**config.mk**
```make
export PLATFORM = sky130hd
export DESIGN_NAME = date_counter
export DESIGN_NICKNAME = d
export VERILOG_FILES = /design/src/rtl/date_counter.sv
export SDC_FILE = /design/constraint.sdc
export NUM_CORES = 1
export LEC_CHECK = 0
export CORE_ASPECT_RATIO = 0.8
export CORE_UTILIZATION = 35
export DETAILED_ROUTE_END_ITERATION = 10
export HOLD_SLACK_MARGIN = 0.08
export SLEW_MARGIN = 10
export SYNTH_ARGS = -nofsm -noshare
export SYNTH_HDL_FRONTEND = slang
export SYNTH_SLANG_ARGS = --single-unit
```
**constraint.sdc**
```tcl
create_clock -name clk -period 17.1 [get_ports clk]
set_input_delay 3.42 -clock clk [delete_from_list [all_inputs] [get_ports clk]]
set_output_delay 3.42 -clock clk [all_outputs]
set_load 0.03 [all_outputs]
```
**src/rtl/date_counter.sv**
```systemverilog
// Calendar date counter (year offset / month / day) advanced by day_tick and loadable via set_en.
// Leap years are computed on the absolute year BASE_YEAR + year.
module date_counter #(
  parameter int unsigned YEAR_MAX  = 974,
  parameter int unsigned BASE_YEAR = 2025
) (
  input  logic       clk,
  input  logic       rst,
  input  logic       day_tick,
  input  logic       set_en,
  input  logic [9:0] set_year,
  input  logic [3:0] set_month,
  input  logic [4:0] set_day,
  output logic [9:0] year,
  output logic [3:0] month,
  output logic [4:0] day,
  output logic [4:0] max_day,
  output logic       month_carry,
  output logic       year_carry,
  output logic       wrap,
  output logic       set_err
);

  localparam logic [9:0] YMAX = YEAR_MAX[9:0];

  typedef enum logic [1:0] {IDLE, ADVANCE, LOAD} state_t;

  function automatic logic is_leap(input logic [9:0] yoff);
    int unsigned a;
    a = BASE_YEAR + 32'(yoff);
    return ((a % 32'd4) == 32'd0) &&
           (((a % 32'd100) != 32'd0) || ((a % 32'd400) == 32'd0));
  endfunction

  function automatic logic [4:0] days_in(input logic [9:0] y, input logic [3:0] m);
    logic [4:0] r;
    case (m)
      4'd2:                      r = is_leap(y) ? 5'd29 : 5'd28;
      4'd4, 4'd6, 4'd9, 4'd11:   r = 5'd30;
      default:                   r = 5'd31;
    endcase
    return r;
  endfunction

  state_t     state_q, state_d;
  logic [9:0] year_q, year_d;
  logic [3:0] month_q, month_d;
  logic [4:0] day_q, day_d;
  logic       month_carry_q, month_carry_d;
  logic       year_carry_q, year_carry_d;
  logic       wrap_q, wrap_d;
  logic       set_err_q, set_err_d;
  logic       tick_pend_q, tick_pend_d;
  logic       set_pend_q, set_pend_d;
  logic [9:0] set_year_q, set_year_d;
  logic [3:0] set_month_q, set_month_d;
  logic [4:0] set_day_q, set_day_d;
  logic [4:0] cur_max;
  logic       set_ok;

  assign cur_max = days_in(year_q, month_q);
  assign set_ok  = (set_year_q <= YMAX) &&
                   (set_month_q >= 4'd1) && (set_month_q <= 4'd12) &&
                   (set_day_q != 5'd0) &&
                   (set_day_q <= days_in(set_year_q, set_month_q));

  always_comb begin
    state_d       = state_q;
    year_d        = year_q;
    month_d       = month_q;
    day_d         = day_q;
    month_carry_d = 1'b0;
    year_carry_d  = 1'b0;
    wrap_d        = 1'b0;
    set_err_d     = 1'b0;
    tick_pend_d   = tick_pend_q;
    set_pend_d    = set_pend_q;
    set_year_d    = set_year_q;
    set_month_d   = set_month_q;
    set_day_d     = set_day_q;

    case (state_q)
      IDLE: begin
        if (set_en || set_pend_q) begin
          state_d    = LOAD;
          set_pend_d = 1'b0;
          // A fresh set_en shares the cycle with any day_tick and wins; a tick
          // arriving while a pending load is serviced is kept for later.
          if (!set_pend_q) begin
            set_year_d  = set_year;
            set_month_d = set_month;
            set_day_d   = set_day;
          end else if (day_tick) begin
            tick_pend_d = 1'b1;
          end
        end else if (day_tick || tick_pend_q) begin
          state_d     = ADVANCE;
          tick_pend_d = 1'b0;
        end
      end

      ADVANCE, LOAD: begin
        state_d = IDLE;
        if (state_q == ADVANCE) begin
          if (day_q < cur_max) begin
            day_d = day_q + 5'd1;
          end else begin
            day_d         = 5'd1;
            month_carry_d = 1'b1;
            if (month_q < 4'd12) begin
              month_d = month_q + 4'd1;
            end else begin
              month_d      = 4'd1;
              year_carry_d = 1'b1;
              if (year_q < YMAX) begin
                year_d = year_q + 10'd1;
              end else begin
                year_d = '0;
                wrap_d = 1'b1;
              end
            end
          end
        end else begin
          if (set_ok) begin
            year_d  = set_year_q;
            month_d = set_month_q;
            day_d   = set_day_q;
          end else begin
            set_err_d = 1'b1;
          end
        end
        if (day_tick) tick_pend_d = 1'b1;
        if (set_en && !set_pend_q) begin
          set_pend_d  = 1'b1;
          set_year_d  = set_year;
          set_month_d = set_month;
          set_day_d   = set_day;
        end
      end

      default: state_d = IDLE;
    endcase
  end

  always_ff @(posedge clk or posedge rst) begin
    if (rst) begin
      state_q       <= IDLE;
      year_q        <= '0;
      month_q       <= 4'd1;
      day_q         <= 5'd1;
      month_carry_q <= 1'b0;
      year_carry_q  <= 1'b0;
      wrap_q        <= 1'b0;
      set_err_q     <= 1'b0;
      tick_pend_q   <= 1'b0;
      set_pend_q    <= 1'b0;
      set_year_q    <= '0;
      set_month_q   <= '0;
      set_day_q     <= '0;
    end else begin
      state_q       <= state_d;
      year_q        <= year_d;
      month_q       <= month_d;
      day_q         <= day_d;
      month_carry_q <= month_carry_d;
      year_carry_q  <= year_carry_d;
      wrap_q        <= wrap_d;
      set_err_q     <= set_err_d;
      tick_pend_q   <= tick_pend_d;
      set_pend_q    <= set_pend_d;
      set_year_q    <= set_year_d;
      set_month_q   <= set_month_d;
      set_day_q     <= set_day_d;
    end
  end

  assign year        = year_q;
  assign month       = month_q;
  assign day         = day_q;
  assign max_day     = cur_max;
  assign month_carry = month_carry_q;
  assign year_carry  = year_carry_q;
  assign wrap        = wrap_q;
  assign set_err     = set_err_q;

endmodule

```
==> impl_metrics.json <==
{
  "status": "finished, final reports clean",
  "wl_per_cell_um": 18.6,
  "finClkSkew_ps": 8.48,
  "io_pins": 51,
  "routabilityCongestion": 0.926,
  "rsz0062_at_grt": "no",
  "viasPerCell": 6.29,
  "area_growth_pct": 14.3,
  "die_h_um": 109,
  "max_freq_mhz": 101,
  "start_util_pct": 36.4,
  "first_iter_violations": 650,
  "grt_max_degree": 47,
  "dieArea_sq_mm": 0.0148,
  "grt_pass1_wl_um": 25000,
  "crit_slowest_cell": "clkdlybuf4s50_1",
  "clock_path_buffers": 2,
  "grt_use_total_pct": 21.3,
  "cp_top_family": "compound AO/OA/AOI/OAI gates",
  "synth_ff_type": "dfrtp_1",
  "slew_headroom_pct": 30.8,
  "path_clk_slew_ps": 70,
  "multiInputGateArea_sq_mm": 0.00361,
  "fin_nets": 685,
  "tns_ps": 0,
  "mostFrequentLayoutCell": "nand2_1",
  "port_buffers": 47,
  "ant_nets": 0,
  "fin_crit_ps": 9930,
  "endpoint_kind": "primary output",
  "antenna_found_initial": 0,
  "post_cts_resized": 0,
  "ys_warn_count": 0,
  "num_antenna_cells": 0,
  "placementRows": 38,
  "vias": 5192,
  "ctsHtreeMaxLevel": 2,
  "wirelength_um": 15400,
  "synth_cell_types": 98,
  "cpPeakStageDelay_ps": 750,
  "grt_overflow_total": 0,
  "final_cell_mix": "nand2_1 (71), clkdlybuf4s50_1 (47), dfrtp_1 (44), nor2_1 (41), a21oi_1 (31)",
  "drive_above_1_share_pct": 11.8,
  "async_reset_ff_share_pct": 100,
  "report.final.slew_viol_count": 0,
  "grt_pass1_vias": 4703,
  "cts_buffers": 5,
  "root_buffer": "clkbuf_16",
  "report.final.hold_viol_count": 0,
  "period_share_pct": 58.0,
  "fp.dieW_um": 136,
  "ys_seq_elements": 46,
  "seq_area_frac_synth_pct": 23.0,
  "critPathRequiredTime_ps": 13680,
  "min_path_type": "reg2reg",
  "crit_fanout": 8,
  "path_cells": "ha_1 -> a21oi_2 -> o21ai_1 -> nor2_1 -> ha_1 -> nand2b_1 -> or3_1 -> a32o_1 -> a311oi_2 -> o21ai_1 -> a21oi_1 -> o21ai_1 -> a31oi_1 -> nand2_1 -> a221o_1 -> o21bai_1 -> and3_1 -> a21boi_0 -> clkdlybuf4s50_1",
  "drtPass1Iterations": 5,
  "synth-adder-area-share_pct": 4.49,
  "clock-sinks": 46,
  "synth_edf_count": 0,
  "synthSimpleGateAreaFrac_pct": 25.0,
  "hpwl_um": 11600,
  "setup_viol": 0,
  "synth_compound_area_share_pct": 33.0,
  "synthesis.area_sq_mm": 0.00502,
  "syn_inst": 617,
  "synth_mux_area_share_pct": 5.21,
  "synth.avg_cell_area_sq_um": 8.13,
  "critPathBufInv": 1,
  "worstPathArrival_ps": 6510,
  "cap_violations": 0,
  "synth_xor_area_share_pct": 3.99,
  "core_sq_mm": 0.0138,
  "synth_top_family_by_area": "compound AO/OA/AOI/OAI gates",
  "postCtsHoldBufs": 0,
  "cts_setup_buffers": 0,
  "criticalPathCategory": "reg2out",
  "seq_area_sq_mm": 0.00115,
  "n_fill_cell": 1397,
  "worstSkewPairLatency_ps": 300,
  "drc": 0,
  "cts_tree": "built",
  "cp_common_cell": "o21ai_1",
  "worstMarginPinSlew_ps": 1040,
  "startpoint_type": "register"
}
## stage by stage
step	setup slack (ps)	util (%)	instance area [sq um]	hold WS, ps	instances
global placement	7810	40.5	5590	515	817
global route	6840	41.6	5730	568	825
floorplan	8380	-	5020	514	619
detailed placement	7560	40.5	5590	532	817
CTS	7260	41.6	5730	541	825
finish	7170	41.6	5730	542	825
## worst reg2reg max path, delay by kind of cell (launching register included)
family                   cells  cell delay (ps)
adder cells (fa/ha/maj)      3              750
AND/OR/NAND/NOR              7             1790
multiplexers                 1              390
AO/OA/AOI/OAI               17             4970
flip-flops                   1              490
XOR/XNOR                     1              160
## layout make-up
cell class / instances / area share, %
multi-input combinational: 514 / 62.9
sequential: 46 / 20.1
timing repair buffer: 51 / 8.73
clock buffer: 7 / 2.49
clock inverter: 1 / 0.0873
tap: 180 / 3.93
inverter: 26 / 1.70
## path summary, 6_finish.rpt
path                               startpoint    endpoint  slack [ps]  depth (start not counted)
worst max register to register  set_year_q[1]     year[1]        8460                         29
worst min register to register         day[0]      day[0]         540                          2
max in group asynchronous                 rst      day[3]       12770                          2
worst min-delay path                   day[0]      day[0]         540                          2
min in group asynchronous                 rst     year[5]        3670                          2
worst max-delay path                  year[0]  max_day[0]        7170                         19
## cell families after synthesis
kind of cell | Yosys count
flops | 46
fa+ha+maj | 18
mux | 24
other cells | 1
xor+xnor | 22
buf+inv | 59
simple gates | 239
compound gates | 208
## registers in the layout, summed over array words and instances (netlist names)
register     count
wrap             1
set_err          1
day              5
year            10
month            4
set_day_q        5
tick_pend_q      1
set_year_q      10
month_carry      1
state_q          2
set_pend_q       1
year_carry       1
set_month_q      4
## cells in the mapped netlist, types with 5 or more instances
library cell  count  area share (%)
nand3_1          23             2.3
nor2_1           42             3.1
a31o_2            5            0.87
nor3_1           20             2.0
o31ai_1           5            0.75
and2_1            5            0.62
or4_1             7             1.0
clkbuf_1         16             1.2
xnor2_1          16             2.8
xor2_1            5            0.87
a211oi_1         10             1.5
mux2_2           17             3.8
o21ai_0          27             2.7
and3_1            5            0.62
ha_1             18             4.5
nand4_1          10             1.2
o2bb2ai_1         9             1.6
or3_1             7            0.87
nor4_1           10             1.2
dfrtp_1          44              22
mux2i_1           7             1.4
buf_2             9            0.90
o21ai_1           6            0.60
inv_1            25             1.9
nand2b_1          8             1.0
o211ai_1         13             1.9
nand2_1          71             5.3
a21oi_1          31             3.1
## metal layers
layer  part of all wire [%]  track usage, %  up-vias
met5                      0               0        -
met4                   0.88            3.69        0
met3                    7.5            4.04       19
met2                     41            30.9      237
met1                     50            32.3     2518
li1                       -               -     2418
Power is not shown: default switching activity piles up to over one toggle a cycle in this logic, so the estimate is an artifact.
